File: src/rtl/fx3_pkg.sv
// Shared definitions for the FX3 slave-FIFO transmit path: FSM encodings,
// socket addresses and default packet/guard sizing.
package fx3_pkg;

    typedef enum logic [1:0] {
        ST_IDLE   = 2'd0,
        ST_BURST  = 2'd1,
        ST_PKTEND = 2'd2,
        ST_GUARD  = 2'd3
    } fx3_state_e;

    localparam logic [1:0] FX3_SOCKET_0 = 2'b00;
    localparam logic [1:0] FX3_SOCKET_1 = 2'b01;
    localparam logic [1:0] FX3_SOCKET_2 = 2'b10;
    localparam logic [1:0] FX3_SOCKET_3 = 2'b11;

    localparam int FX3_DEF_BURST_LEN    = 256;
    localparam int FX3_DEF_GUARD_CYCLES = 3;

endpackage

File: src/rtl/fx3_slfifo_tx.sv
// AXI-Stream to Cypress FX3 synchronous slave-FIFO writer. Full packets end on
// the word count alone; short packets are closed with a single PKTEND strobe.
module fx3_slfifo_tx
    import fx3_pkg::*;
#(
    parameter int         DATA_WIDTH   = 32,
    parameter int         BURST_LEN    = FX3_DEF_BURST_LEN,
    parameter int         GUARD_CYCLES = FX3_DEF_GUARD_CYCLES,
    parameter logic [1:0] SOCKET_ADDR  = FX3_SOCKET_0
) (
    input  logic                    s_aclk,
    input  logic                    s_aresetn,
    input  logic [DATA_WIDTH-1:0]   s_axis_tdata,
    input  logic [DATA_WIDTH/8-1:0] s_axis_tkeep,
    input  logic                    s_axis_tlast,
    input  logic                    s_axis_tvalid,
    output logic                    s_axis_tready,
    input  logic                    fx3_flaga,
    output logic [DATA_WIDTH-1:0]   fx3_data,
    output logic                    fx3_slwr_n,
    output logic                    fx3_pktend_n,
    output logic                    fx3_slcs_n,
    output logic [1:0]              fx3_addr,
    output logic [15:0]             tx_pkt_cnt,
    output logic                    keep_err
);

    localparam int CNT_W  = $clog2(BURST_LEN) + 1;
    localparam int GCNT_W = $clog2(GUARD_CYCLES + 1);
    localparam logic [CNT_W-1:0]  BURST_LEN_C = CNT_W'(BURST_LEN);
    localparam logic [GCNT_W-1:0] GUARD_LAST  = GCNT_W'(GUARD_CYCLES - 1);

    fx3_state_e            state_q, state_d;
    logic [CNT_W-1:0]      cnt_q, cnt_d, cnt_inc;
    logic [GCNT_W-1:0]     gcnt_q, gcnt_d;
    logic [15:0]           pkt_cnt_q, pkt_cnt_d;
    logic                  keep_err_q, keep_err_d;
    logic [DATA_WIDTH-1:0] data_q, data_d;
    logic                  slwr_n_q, slwr_n_d;
    logic                  pktend_n_q, pktend_n_d;
    logic                  slcs_n_q;

    assign cnt_inc = cnt_q + CNT_W'(1);

    always_comb begin
        state_d       = state_q;
        cnt_d         = cnt_q;
        gcnt_d        = gcnt_q;
        pkt_cnt_d     = pkt_cnt_q;
        keep_err_d    = keep_err_q;
        data_d        = data_q;
        slwr_n_d      = 1'b1;
        pktend_n_d    = 1'b1;
        s_axis_tready = 1'b0;

        case (state_q)
            ST_IDLE: begin
                // flaga is only looked at here; a drop mid-burst is ignored.
                if (fx3_flaga && s_axis_tvalid) begin
                    state_d = ST_BURST;
                    cnt_d   = '0;
                end
            end
            ST_BURST: begin
                s_axis_tready = 1'b1;
                if (s_axis_tvalid) begin
                    data_d   = s_axis_tdata;
                    slwr_n_d = 1'b0;
                    cnt_d    = cnt_inc;
                    if (!s_axis_tlast && (s_axis_tkeep != '1))
                        keep_err_d = 1'b1;
                    // A full packet commits on its own; tlast on the final word needs no PKTEND.
                    if (cnt_inc == BURST_LEN_C) begin
                        state_d   = ST_GUARD;
                        gcnt_d    = '0;
                        pkt_cnt_d = pkt_cnt_q + 16'd1;
                    end else if (s_axis_tlast) begin
                        state_d = ST_PKTEND;
                    end
                end
            end
            ST_PKTEND: begin
                pktend_n_d = 1'b0;
                state_d    = ST_GUARD;
                gcnt_d     = '0;
                pkt_cnt_d  = pkt_cnt_q + 16'd1;
            end
            ST_GUARD: begin
                if (gcnt_q == GUARD_LAST)
                    state_d = ST_IDLE;
                else
                    gcnt_d = gcnt_q + GCNT_W'(1);
            end
            default: state_d = ST_IDLE;
        endcase
    end

    always_ff @(posedge s_aclk) begin
        if (!s_aresetn) begin
            state_q    <= ST_IDLE;
            cnt_q      <= '0;
            gcnt_q     <= '0;
            pkt_cnt_q  <= '0;
            keep_err_q <= 1'b0;
            data_q     <= '0;
            slwr_n_q   <= 1'b1;
            pktend_n_q <= 1'b1;
            slcs_n_q   <= 1'b1;
        end else begin
            state_q    <= state_d;
            cnt_q      <= cnt_d;
            gcnt_q     <= gcnt_d;
            pkt_cnt_q  <= pkt_cnt_d;
            keep_err_q <= keep_err_d;
            data_q     <= data_d;
            slwr_n_q   <= slwr_n_d;
            pktend_n_q <= pktend_n_d;
            slcs_n_q   <= 1'b0;
        end
    end

    assign fx3_data     = data_q;
    assign fx3_slwr_n   = slwr_n_q;
    assign fx3_pktend_n = pktend_n_q;
    assign fx3_slcs_n   = slcs_n_q;
    assign fx3_addr     = SOCKET_ADDR;
    assign tx_pkt_cnt   = pkt_cnt_q;
    assign keep_err     = keep_err_q;

endmodule

File: config.mk
export PLATFORM = sky130hd
export DESIGN_NAME = fx3_slfifo_tx
export DESIGN_NICKNAME = d
export VERILOG_FILES = /design/src/rtl/fx3_pkg.sv /design/src/rtl/fx3_slfifo_tx.sv
export SDC_FILE = /design/constraint.sdc
export NUM_CORES = 1
export LEC_CHECK = 0
export BUFFER_PORTS_ARGS = -buffer_cell sky130_fd_sc_hd__buf_2
export CAP_MARGIN = 20
export CORE_UTILIZATION = 46
export CTS_CLUSTER_SIZE = 16
export DETAILED_ROUTE_END_ITERATION = 8
export PLACE_DENSITY = 0.76
export SKIP_LAST_GASP = 1
export SLEW_MARGIN = 20
export SYNTH_ARGS = -nofsm -noshare
export SYNTH_HDL_FRONTEND = slang
export SYNTH_SLANG_ARGS = --single-unit
File: constraint.sdc
create_clock -name s_aclk -period 2.4 [get_ports s_aclk]
set_input_delay 0.6 -clock s_aclk [delete_from_list [all_inputs] [get_ports s_aclk]]
set_output_delay 0.6 -clock s_aclk [all_outputs]
set_load 0.02 [all_outputs]
* Yosys cells after proc, flatten, opt, wreduce, memory -nomap -nowiden *
Cells that the tools add are included.

operators by class
  $add $sub $neg = 3
  equal/unequal tests = 12
  multiplexer cells = 20
  reduce and logical (&&, ||, !) cells = 14

operators by type and width
  operator                 number
  $mux W16                 2
  $pmux W16 S2             1
  $mux W9                  2
  $pmux W9 S2              1
  $add A16 B1 Y16 const B  1
  $mux W2                  8
  $ne A2 B2 Y1 const B     5
  $add A9 B1 Y9 const B    1
  $eq A9 B9 Y1 const B     1
  $reduce_and A3 Y1        3
  $pmux W2 S4              1
  $reduce_and A4 Y1        2
  $eq A2 B2 Y1 const B     3
  $pmux W2 S3              1
  $mux W1                  4
  $ne A4 B4 Y1 const B     1
  $reduce_and A2 Y1        2
  $reduce_bool A2 Y1       2
  $ne A3 B3 Y1 const B     1
  $reduce_bool A3 Y1       1
  $add A2 B1 Y2 const B    1
  $eq A2 B1 Y1 const B     1
  $logic_and A1 B1 Y1      2
  $logic_not A2 Y1         1
  $logic_not A1 Y1         1

storage, ports and cells
  register bits after elaboration = 65
  input bits = 41
  output and inout bits = 55
  word-level logic and storage cells = 58

* Longest topological paths before layout *
Gate-level depths: netlist of run 1.

  depth after elaboration = 5
  mapped depth = 10
  mapped depth without buffers = 8

* Worst setup path before layout of run 1 *
Ideal clock, no wire load.

  kind = reg-to-reg
  from = reg cnt_q[0]
  to = reg pkt_cnt_q[6] (netlist: tx_pkt_cnt[6])
  library setup time = 70 ps
  arrival time = 2171 ps
  data required time = 2330 ps
  setup slack = 159 ps
  stages on the path, launching flop included = 8
  path buffers = 0
  clock period less this slack = 2241 ps
  cell sequence = dfxtp_1 ha_1 nor4bb_1 nor3_1 a311oi_4 a31oi_4 or4_1 a21oi_1

on the way
  word-level cells in the longest chain between the ends = 4

RTL lines
  what                                RTL line              text
  start, declared                     fx3_slfifo_tx.sv:34   logic [CNT_W-1:0] cnt_q, cnt_d, cnt_inc;
  start signal, assigned              fx3_slfifo_tx.sv:111  cnt_q <= cnt_d;
  $add A9 B1 Y9                       fx3_slfifo_tx.sv:43   assign cnt_inc = cnt_q + CNT_W'(1);
  $eq A9 B9 Y1                        fx3_slfifo_tx.sv:73   if (cnt_inc == BURST_LEN_C) begin
  $ne A2 B2 Y1 (no source line)       -
  $reduce_and A3 Y1 (no source line)  -
  end signal, assigned                fx3_slfifo_tx.sv:113  pkt_cnt_q <= pkt_cnt_d;
  end, declared                       fx3_slfifo_tx.sv:36   logic [15:0] pkt_cnt_q, pkt_cnt_d;

Every way passes these cells.
A chain may end at the register's enable or synchronous reset.

* Worst setup path after layout of run 1 *
  from = reg state_q[0]
  to = reg cnt_q[8]

on the way
  word-level cells in the longest chain between the ends = 3
  elaborated cells on any way between the ends = 7
  classes of those cells = 3 x eq/ne; 1 x mux; 3 x reduce/logical

RTL lines
  what                                                                        RTL line              text
  start, declared                                                             fx3_slfifo_tx.sv:33   fx3_state_e state_q, state_d;
  start signal, assigned                                                      fx3_slfifo_tx.sv:110  state_q <= state_d;
  $eq A2 B1 Y1 / $logic_not A2 Y1 (equally long branches)                     fx3_slfifo_tx.sv:56   case (state_q)
  $ne A2 B2 Y1 (no source line) / $reduce_bool A2 Y1 (equally long branches)  -
  $reduce_and A3 Y1 (no source line)                                          -

Parallel ways exist; a longest one is shown, timed or not.

==> results by group, run 1 <==
Global routing
  – Initial antenna violation count: 0
  – Largest net degree at the start of global routing: 37
  – Vias in the first global route: between 2000 and 2500
  – First-pass GRT wire length: 11.0 mm
  – Grt met1 use: 0.258
  – Remaining global-route overflow: 0
  – Grt met2 use: 0.343
  – Grt met3 use: 0.0648
  – Busiest layer in global routing: met2
  – Global-route usage over all layers: 0.213

Power and ir drop
  – PD cells: between 700 and 800 nW/µm²
  – Total power: 3.02 mW
  – Maximum vdd drop: between 500 and 600 µV
  – Leakage power: roughly 1.6 nW

Clock tree
  – CTS Sinks: between 60 and 70
  – Hold Buf Count CTS: 0
  – CTS tree: built
  – CTS Buffer Depth: 2
  – Clock Tree Root: clkbuf_8
  – Inserted Clock Buffers: 9
  – Htree depth: 3
  – Worst skew pair latency: about 0.34 ns
  – CTS clk-pin slew, worst paths: roughly 0.07 ns

Critical path
  – Max FO, Critical Path: 11
  – CP startpoint: state_q[0]
  – CP max stage delay: 0.52 ns
  – Worst path top cell family by delay: simple AND/OR/NAND/NOR gates
  – Arr. time, crit path: about 2.5 ns
  – CP Capture Type: register
  – CP max stage cell: or4_1
  – Crit Path Class: register to register
  – Startpoint Class: register
  – Worst path bufs/invs: 0
  – Critical path required time: 2.67 ns
  – Critical-path cell list: ha_1, and2_1, nand2_1, or4_1, a21oi_1
  – FF-to-FF Start: state_q[0]

Die
  – Chip height: ~83 µm
  – Initial Util: 0.489
  – Die Area: a little under 7000 µm²
  – Core ar.: around 6100 µm²
  – Die W: 82.5 µm
  – Ports: between 90 and 100
  – FP Rows: 28

Finish
  – Nets@finish: approximately 530
  – # fillers: approximately 550
  – Ant. Diodes: 0
  – Final Core Density: 0.622
  – Layout area overhead: 27.1%
  – Layout Cells excl Fill: roughly 560
  – Register area: 1300 µm²
  – Ratio of cells with drive above 1 in the final layout: 0.270
  – Area used by multi-input combinational logic: ~1600 µm²
  – Finished Cell Area: between 3000 and 4000 µm²

Min path
  – Min-delay src: fx3_data[15]
  – Min-Delay Path Class: register to register

Route
  – DRT Pass-1 Iters: 5
  – DRC: 0
  – Total routed wirelength: 7.43 mm
  – Via count: between 3000 and 4000
  – Initial drt markers: about 130
  – Drt wl/cell: 13.4 µm
  – Final antenna-violating net count: 0
  – Vias per std cell: 5.50

Timing
  – Final period util: 0.933
  – Setup ws final: 0.160 ns
  – Crit path time final: around 2.2 ns
  – Final count of hold timing violations: 0
  – RSZ-0062 raised after global routing: yes
  – Endpoints failing setup: 0
  – Maximum clock rate: between 400 and 500 MHz
  – Setup TNS: 0 ns
  – Setup Skew: between 0.01 and 0.015 ns
  – Hold_ws: roughly 0.45 ns
  – Final Max Tran Viols: 0

Yosys
  – Mapped cell area: approximately 3000 µm²
  – EDFF count, synth: 0
  – Synth Register Bits: between 60 and 70
  – Top-area cell type share of the netlist area: 0.436
  – Post-synthesis sequential area ratio: 0.436
  – Number of library cell types mapped by synthesis: 44
  – Synth Instances: approximately 380
  – Async S/R FF share, synth: 0
  – Yosys warns: 0
  – Ranking of synthesized cells by area: dfxtp_1 44%, nand2_1 11%, a21oi_1 9.1%
  – Synth Flop Type: dfxtp_1
  – Syn_area_per_cell: about 8 µm²
  – Synth area leader: dfxtp_1

Place
  – Placed cells: roughly 540
  – Port Buf Inserts: between 90 and 100
  – Post-detail-place hpwl: 5.10 mm
  – Placed cell area: approximately 3500 µm²
  – Placement Setup Slack: -0.00374 ns
  – Final Wtd Congestion: 0.860

Status
  – Status: finished clean

Flow run
  – Max_cap viols: 0
-- layout by cell type, fill, tap and decap left out, types with 2 or more instances in the layout --
master,count
nand3_1,9
ha_1,8
a211oi_1,2
o21ai_0,11
nand4b_1,2
conb_1,2
buf_2,93
nand4_1,10
buf_4,13
o31ai_1,7
or4_1,7
and3_1,6
a31oi_1,3
clkbuf_8,11
o22ai_1,2
nor2_1,23
a21oi_1,54
a31oi_4,2
o31a_1,3
nor3_1,3
inv_1,13
a31o_1,3
dfxtp_1,65
nand2_1,90
and2_1,5
nor2b_1,3
o21ai_1,6
or3_1,3
-- area by class of cell --
class,count,share of cell area
clock buffer,12,0.0410
multi-input combinational,280,0.415
sequential,65,0.343
clock inverter,4,0.0135
timing repair buffer,106,0.149
tap,75,0.0248
inverter,14,0.0139
-- metal layers --
| layer | vias to the layer above | share of wire |
|---|---|---|
| li1 | 1511 | - |
| met2 | 111 | 0.47 |
| met1 | 1427 | 0.44 |
| met4 | 0 | 0.014 |
| met5 | - | 0 |
| met3 | 11 | 0.082 |
-- power breakdown --
| group | switching (mW) | internal (mW) | total (mW) |
|---|---|---|---|
| Combinational | 0.549 | 0.289 | 0.838 |
| Sequential | 0.0566 | 1.17 | 1.22 |
| Clock | 0.423 | 0.537 | 0.959 |
| Total | 1.03 | 1.99 | 3.02 |
-- kinds of logic (layout without fill, tap and decap cells) --
kind of cell             after synthesis  count (layout)  share of synthesized area
AND/OR/NAND/NOR                      167             167                      0.261
AO/OA/AOI/OAI                         99             100                      0.206
flip-flops                            65              65                      0.436
buffers and inverters                 38             136                     0.0516
adder cells (fa/ha/maj)                9               9                     0.0378
other                                  1               2                    0.00126
XOR/XNOR                               1               1                    0.00294
multiplexers                           1               1                    0.00336
-- synthesized netlist by cell type, types with 2 or more instances --
cell       n
nand2_1   90
dfxtp_1   65
a21oi_1   54
nor2_1    23
clkbuf_1  18
inv_1     14
o21ai_0   11
nand4_1   10
ha_1       9
nand3_1    9
o31ai_1    7
or4_1      7
and3_1     6
o21ai_1    6
and2_1     5
a31o_1     3
a31oi_1    3
buf_2      3
nor2b_1    3
nor3_1     3
o31a_1     3
or3_1      3
a211oi_1   2
buf_4      2
nand4b_1   2
o22ai_1    2
-- state kept, by name (all words and copies together), names as in the netlist --
signal        count
cnt_q             9
fx3_slcs_n        1
keep_err          1
tx_pkt_cnt       16
gcnt_q            2
fx3_pktend_n      1
fx3_data         32
fx3_slwr_n        1
state_q           2
-- worst reg2reg max path: cells and delay by family, from the launching register on --
family / cells / cell delay [ns]
simple gates: 3 / 1.16
fa+ha+maj: 1 / 0.42
flops: 1 / 0.44
compound gates: 1 / 0.14
-- repair_timing --
action | CTS | global route
setup endpoints to repair | 0 | 8
hold endpoints to repair | 0 | 0
setup buffers | 0 | 4
gates resized for setup | 0 | 4
-- final timing paths --
kind / endpoint / slack (ns) / cells past startpoint
setup / recovery: cnt_q[8] / 0.16 / 5
hold / removal: fx3_data[15] / 0.45 / 2
setup reg to reg: cnt_q[8] / 0.16 / 5
hold reg to reg: fx3_data[15] / 0.45 / 2
Power figures use the tool's default switching activity.
==> run 2: changes to the inputs <==
--- a/config.mk
+++ b/config.mk
@@ -7,10 +7,12 @@
 export LEC_CHECK = 0
 export BUFFER_PORTS_ARGS = -buffer_cell sky130_fd_sc_hd__buf_2
 export CAP_MARGIN = 20
-export CORE_UTILIZATION = 46
+export CELL_PAD_IN_SITES_DETAIL_PLACEMENT = 1
+export CELL_PAD_IN_SITES_GLOBAL_PLACEMENT = 1
+export CORE_UTILIZATION = 32
 export CTS_CLUSTER_SIZE = 16
 export DETAILED_ROUTE_END_ITERATION = 8
-export PLACE_DENSITY = 0.76
+export PLACE_DENSITY_LB_ADDON = 0.1
 export SKIP_LAST_GASP = 1
 export SLEW_MARGIN = 20
 export SYNTH_ARGS = -nofsm -noshare
==> results by group, run 2 (synthesis results as in run 1) <==
Global routing
  – Initial antenna violation count: 0
  – Remaining global-route overflow: 0
  – First-pass GRT wire length: 14.1 mm
  – Global-route usage over all layers: 0.180
  – Vias in the first global route: about 3000
  – Largest net degree at the start of global routing: 33

Die
  – Die Area: ~9700 µm²
  – Chip height: 98.5 µm
  – Initial Util: 0.335
  – Die W: between 90 and 100 µm
  – FP Rows: 34
  – Ports: 96
  – Core ar.: 8890 µm²

Route
  – Vias per std cell: approximately 5.1
  – Initial drt markers: 96
  – DRT Pass-1 Iters: 8
  – Via count: about 3000
  – Total routed wirelength: 8.50 mm
  – Drt wl/cell: about 14 µm
  – Final antenna-violating net count: 0
  – DRC: 13

Status
  – Status: complete, but fails checks
  – Failing checks: design-rule violations

Critical path
  – CP max stage cell: or4_1
  – R2R setup slack: about 0.12 ns
  – Arr. time, crit path: between 2 and 3 ns
  – Critical-path cell list: buf_4, and3_4, or3_4, a311oi_4, a31oi_4, or4_1, a21oi_1
  – Critical path required time: between 2 and 3 ns
  – CP Capture Type: register
  – Max FO, Critical Path: 7
  – Worst path top cell family by delay: simple AND/OR/NAND/NOR gates
  – WP depth: 7
  – R2r endpoint: tx_pkt_cnt[12]
  – Startpoint Class: register
  – FF-to-FF Start: cnt_q[1]
  – Worst path bufs/invs: 1
  – Worst-case reg-to-reg path depth: 7
  – Crit Path Class: register to register
  – CP max stage delay: around 0.54 ns

Min path
  – Min-delay src: fx3_data[20]
  – Hold Path End: fx3_data[20]
  – Hold Crit Depth: 2
  – Min-Delay Path Class: register to register

Clock tree
  – CTS Buffer Depth: 2
  – Inserted Clock Buffers: 9
  – Worst skew pair latency: ~0.35 ns
  – Htree depth: 3
  – CTS tree: built
  – Hold Buf Count CTS: 0
  – CTS Sinks: 65
  – CTS clk-pin slew, worst paths: around 0.09 ns
  – Clock Tree Root: clkbuf_8

Place
  – Post-detail-place hpwl: about 6 mm
  – Final Wtd Congestion: just under 0.8
  – Port Buf Inserts: 93

Finish
  – Commonest cells after routing, fill and taps aside: 93 x buf_2, 90 x nand2_1, 61 x dfxtp_1
  – Nets@finish: between 500 and 600
  – Commonest non-fill, non-tap cell in the layout: buf_2
  – Register area: around 1300 µm²
  – Ratio of cells with drive above 1 in the final layout: 0.283
  – Number of flip-flops in the largest register: 32
  – # fillers: roughly 1100
  – Ant. Diodes: 0
  – Area used by multi-input combinational logic: between 1500 and 2000 µm²
  – Layout area overhead: 29.0%

Power and ir drop
  – Seq pwr share: 0.401
  – Internal Power: 1.96 mW
  – NetSw: 1.10 mW
  – Switching portion of total power: 0.359
  – PD cells: ~790 nW/µm²
  – Clock share of power: 0.317
  – Logic pwr share: 0.282
  – Leakage power: 1.56 nW
  – Maximum vdd drop: 303 µV

Timing
  – Final count of hold timing violations: 0
  – Final period util: 0.949
  – Crit path time final: around 2.3 ns
  – Endpoints failing setup: 0
  – Final Max Tran Viols: 0
  – RSZ-0062 raised after global routing: yes
  – Setup TNS: 0 ns
  – Maximum clock rate: ~440 MHz
  – Hold_ws: 0.454 ns
  – Setup Skew: around 0.016 ns

Flow run
  – Max_cap viols: 0
run 2: through the flow:
stage	util	worst slack, ns	area, µm²	total power, mW	cells
after floorplan	-	0.159	2990	1.81	382
after global placement	0.401	0.0578	3570	2.07	570
final	0.433	0.122	3850	3.06	589
after detailed placement	0.401	-0.0466	3570	2.09	570
after CTS	0.427	0.00547	3800	3.09	589
after global routing	0.433	-0.0248	3850	3.25	589
run 2: area by class of cell:
type / instances / share of cell area
sequential: 65 / 0.340
clock buffer: 9 / 0.0322
tap: 108 / 0.0351
clock inverter: 7 / 0.0202
multi-input combinational: 280 / 0.413
inverter: 14 / 0.0137
timing repair buffer: 106 / 0.146
run 2: power groups by stage:
stage | combinational, mW | sequential [mW] | clock [mW]
2_1_floorplan | 0.481 | 1.33 | 0
3_3_place_gp | 0.823 | 1.25 | 0
3_5_place_dp | 0.840 | 1.25 | 0
4_1_cts | 0.866 | 1.22 | 1.00
5_1_grt | 0.966 | 1.24 | 1.05
6_report | 0.863 | 1.23 | 0.967
run 2: how the worst max path moves through the flow:
| stage | from | end | slack, ns |
|---|---|---|---|
| global route | state_q[1] | cnt_q[5] | -0.02 |
| detailed placement | cnt_q[0] | tx_pkt_cnt[12] | -0.05 |
| CTS | cnt_q[0] | tx_pkt_cnt[4] | 0.005 |
| floorplan | cnt_q[0] | tx_pkt_cnt[6] | 0.16 |
| global placement | cnt_q[0] | tx_pkt_cnt[6] | 0.06 |
| finish | cnt_q[1] | tx_pkt_cnt[12] | 0.12 |
run 2: worst register-to-register path, delay by kind of cell (launching register included):
family | cells | cell delay, ns
and+or+nand+nor | 3 | 1.06
buffers and inverters | 1 | 0.14
DFF | 1 | 0.34
AOI/OAI and AO/OA | 3 | 0.68
run 2: layer usage:
layer	share of wire	vias to the layer above	track usage	routed length [µm]
li1	-	1521	-	-
met1	0.48	1403	0.231	4110
met5	0	-	0	0
met4	0.012	0	0.0689	103
met3	0.055	9	0.0291	467
met2	0.45	81	0.304	3820
run 2: what timing repair did:
item,CTS,global route
gates cloned,1,0
setup endpoints to repair,6,17
pin swaps,2,0
resized for setup,0,10
setup buffers,2,0
==> run 3: changes to the inputs <==
--- a/config.mk
+++ b/config.mk
@@ -9,10 +9,11 @@
 export CAP_MARGIN = 20
 export CELL_PAD_IN_SITES_DETAIL_PLACEMENT = 1
 export CELL_PAD_IN_SITES_GLOBAL_PLACEMENT = 1
+export CORE_ASPECT_RATIO = 2
 export CORE_UTILIZATION = 32
 export CTS_CLUSTER_SIZE = 16
 export DETAILED_ROUTE_END_ITERATION = 8
-export PLACE_DENSITY_LB_ADDON = 0.1
+export PLACE_DENSITY = 0.72
 export SKIP_LAST_GASP = 1
 export SLEW_MARGIN = 20
 export SYNTH_ARGS = -nofsm -noshare
==> results by group, run 3 (synthesis results as in run 1) <==
Clock tree
  – Clock Tree Root: clkbuf_16
  – Inserted Clock Buffers: 9
  – CTS tree: built
  – Hold Buf Count CTS: 0
  – Htree depth: 3
  – CTS clk-pin slew, worst paths: approximately 0.06 ns
  – CTS Sinks: 65
  – Worst skew pair latency: ~0.33 ns
  – CTS Buffer Depth: 2

Die
  – Initial Util: 0.331
  – Chip height: 139 µm
  – Die Area: between 9000 and 10000 µm²
  – FP Rows: 49
  – Ports: 96
  – Core ar.: between 9000 and 10000 µm²
  – Die W: ~70 µm

Timing
  – Slew of the pin with the lowest slew margin: between 0.6 and 0.7 ns
  – Final period util: 0.969
  – Endpoints failing setup: 0
  – Setup TNS: 0 ns
  – Max_slew headroom: 0.578
  – Setup ws final: around 0.074 ns
  – Final count of hold timing violations: 0
  – Final Max Tran Viols: 0
  – Crit path time final: 2.33 ns
  – Setup Skew: 0.00740 ns
  – RSZ-0062 raised after global routing: yes
  – Hold_ws: ~0.45 ns
  – Maximum clock rate: 430 MHz

Power and ir drop
  – Maximum vdd drop: approximately 370 µV
  – Leakage power: around 1.7 nW
  – PD cells: slightly below 900 nW/µm²
  – Total power: 3.51 mW

Route
  – Total routed wirelength: approximately 8.8 mm
  – DRC: 0
  – Vias per std cell: about 5.2
  – Drt wl/cell: roughly 15 µm
  – Initial drt markers: just over 100
  – DRT Pass-1 Iters: 4
  – Via count: between 3000 and 4000
  – Final antenna-violating net count: 0

Finish
  – Ratio of cells with drive above 1 in the final layout: 0.287
  – Commonest non-fill, non-tap cell in the layout: buf_2
  – Commonest cells after routing, fill and taps aside: 93 x buf_2, 90 x nand2_1, 64 x dfxtp_1
  – Final Core Density: 0.446
  – Layout area overhead: 34.7%
  – Number of flip-flops in the largest register: 32
  – Finished Cell Area: about 4000 µm²
  – Ant. Diodes: 0
  – Nets@finish: approximately 530
  – Layout Cells excl Fill: between 500 and 600

Min path
  – Min-Delay Path Class: register to register

Global routing
  – Vias in the first global route: 3179
  – Remaining global-route overflow: 0
  – Global-route usage over all layers: 0.183
  – Initial antenna violation count: 0
  – Largest net degree at the start of global routing: 36
  – First-pass GRT wire length: roughly 14 mm

Critical path
  – Critical path required time: about 2.7 ns
  – Critical-path cell list: and3_1, a32oi_1, a311oi_4, buf_4, a31oi_4, or4_1, a21oi_1
  – CP max stage delay: between 0.5 and 0.6 ns
  – CP Capture Type: register
  – Crit Path Class: register to register
  – Arr. time, crit path: approximately 2.6 ns
  – Max FO, Critical Path: 11
  – Startpoint Class: register
  – CP max stage cell: dfxtp_1

Place
  – Post-detail-place hpwl: 6.45 mm
  – Final Wtd Congestion: between 0.8 and 0.9
  – Placement Setup Slack: 0.0929 ns
  – Placed cells: 567
  – Port Buf Inserts: between 90 and 100
  – Placed cell area: 3590 µm²

Flow run
  – Max_cap viols: 0

Status
  – Status: finished clean
## run 3: repair_timing
action | in CTS | in global routing
buffers inserted | 0 | 5
gates resized for setup | 0 | 8
endpoints found under the setup margin | 0 | 14
## run 3: area by class of cell
type,count,area (µm²)
inverter,14,52.6
sequential,65,1300
multi-input combinational,280,1590
tap,102,128
fill,1126,5000
timing repair buffer,112,621
clock buffer,11,243
clock inverter,5,78.8
## run 3: final timing paths
path              slack [ns]  cells after the start         start              to
setup reg to reg        0.07                      7      cnt_q[3]  tx_pkt_cnt[11]
setup / recovery        0.07                      7      cnt_q[3]  tx_pkt_cnt[11]
hold / removal          0.45                      2  fx3_data[17]    fx3_data[17]
hold reg to reg         0.45                      2  fx3_data[17]    fx3_data[17]
## run 3: routing by layer
metal | track usage | vias to the layer above | share of wire
li1 | - | 1524 | -
met1 | 0.182 | 1441 | 0.38
met2 | 0.351 | 77 | 0.56
met3 | 0.0386 | 14 | 0.037
met4 | 0.0800 | 0 | 0.022
met5 | 0 | - | 0
## run 3: critical path: cells and delay by family (launching register included)
family	cells	cell delay (ns)
and+or+nand+nor	2	0.82
AOI/OAI and AO/OA	4	0.69
DFF	1	0.54
buffers and inverters	1	0.19
## run 3: report_power, final
group          switching, mW  internal, mW
sequential            0.0585          1.17
clock                  0.459         0.935
combinational          0.568         0.319
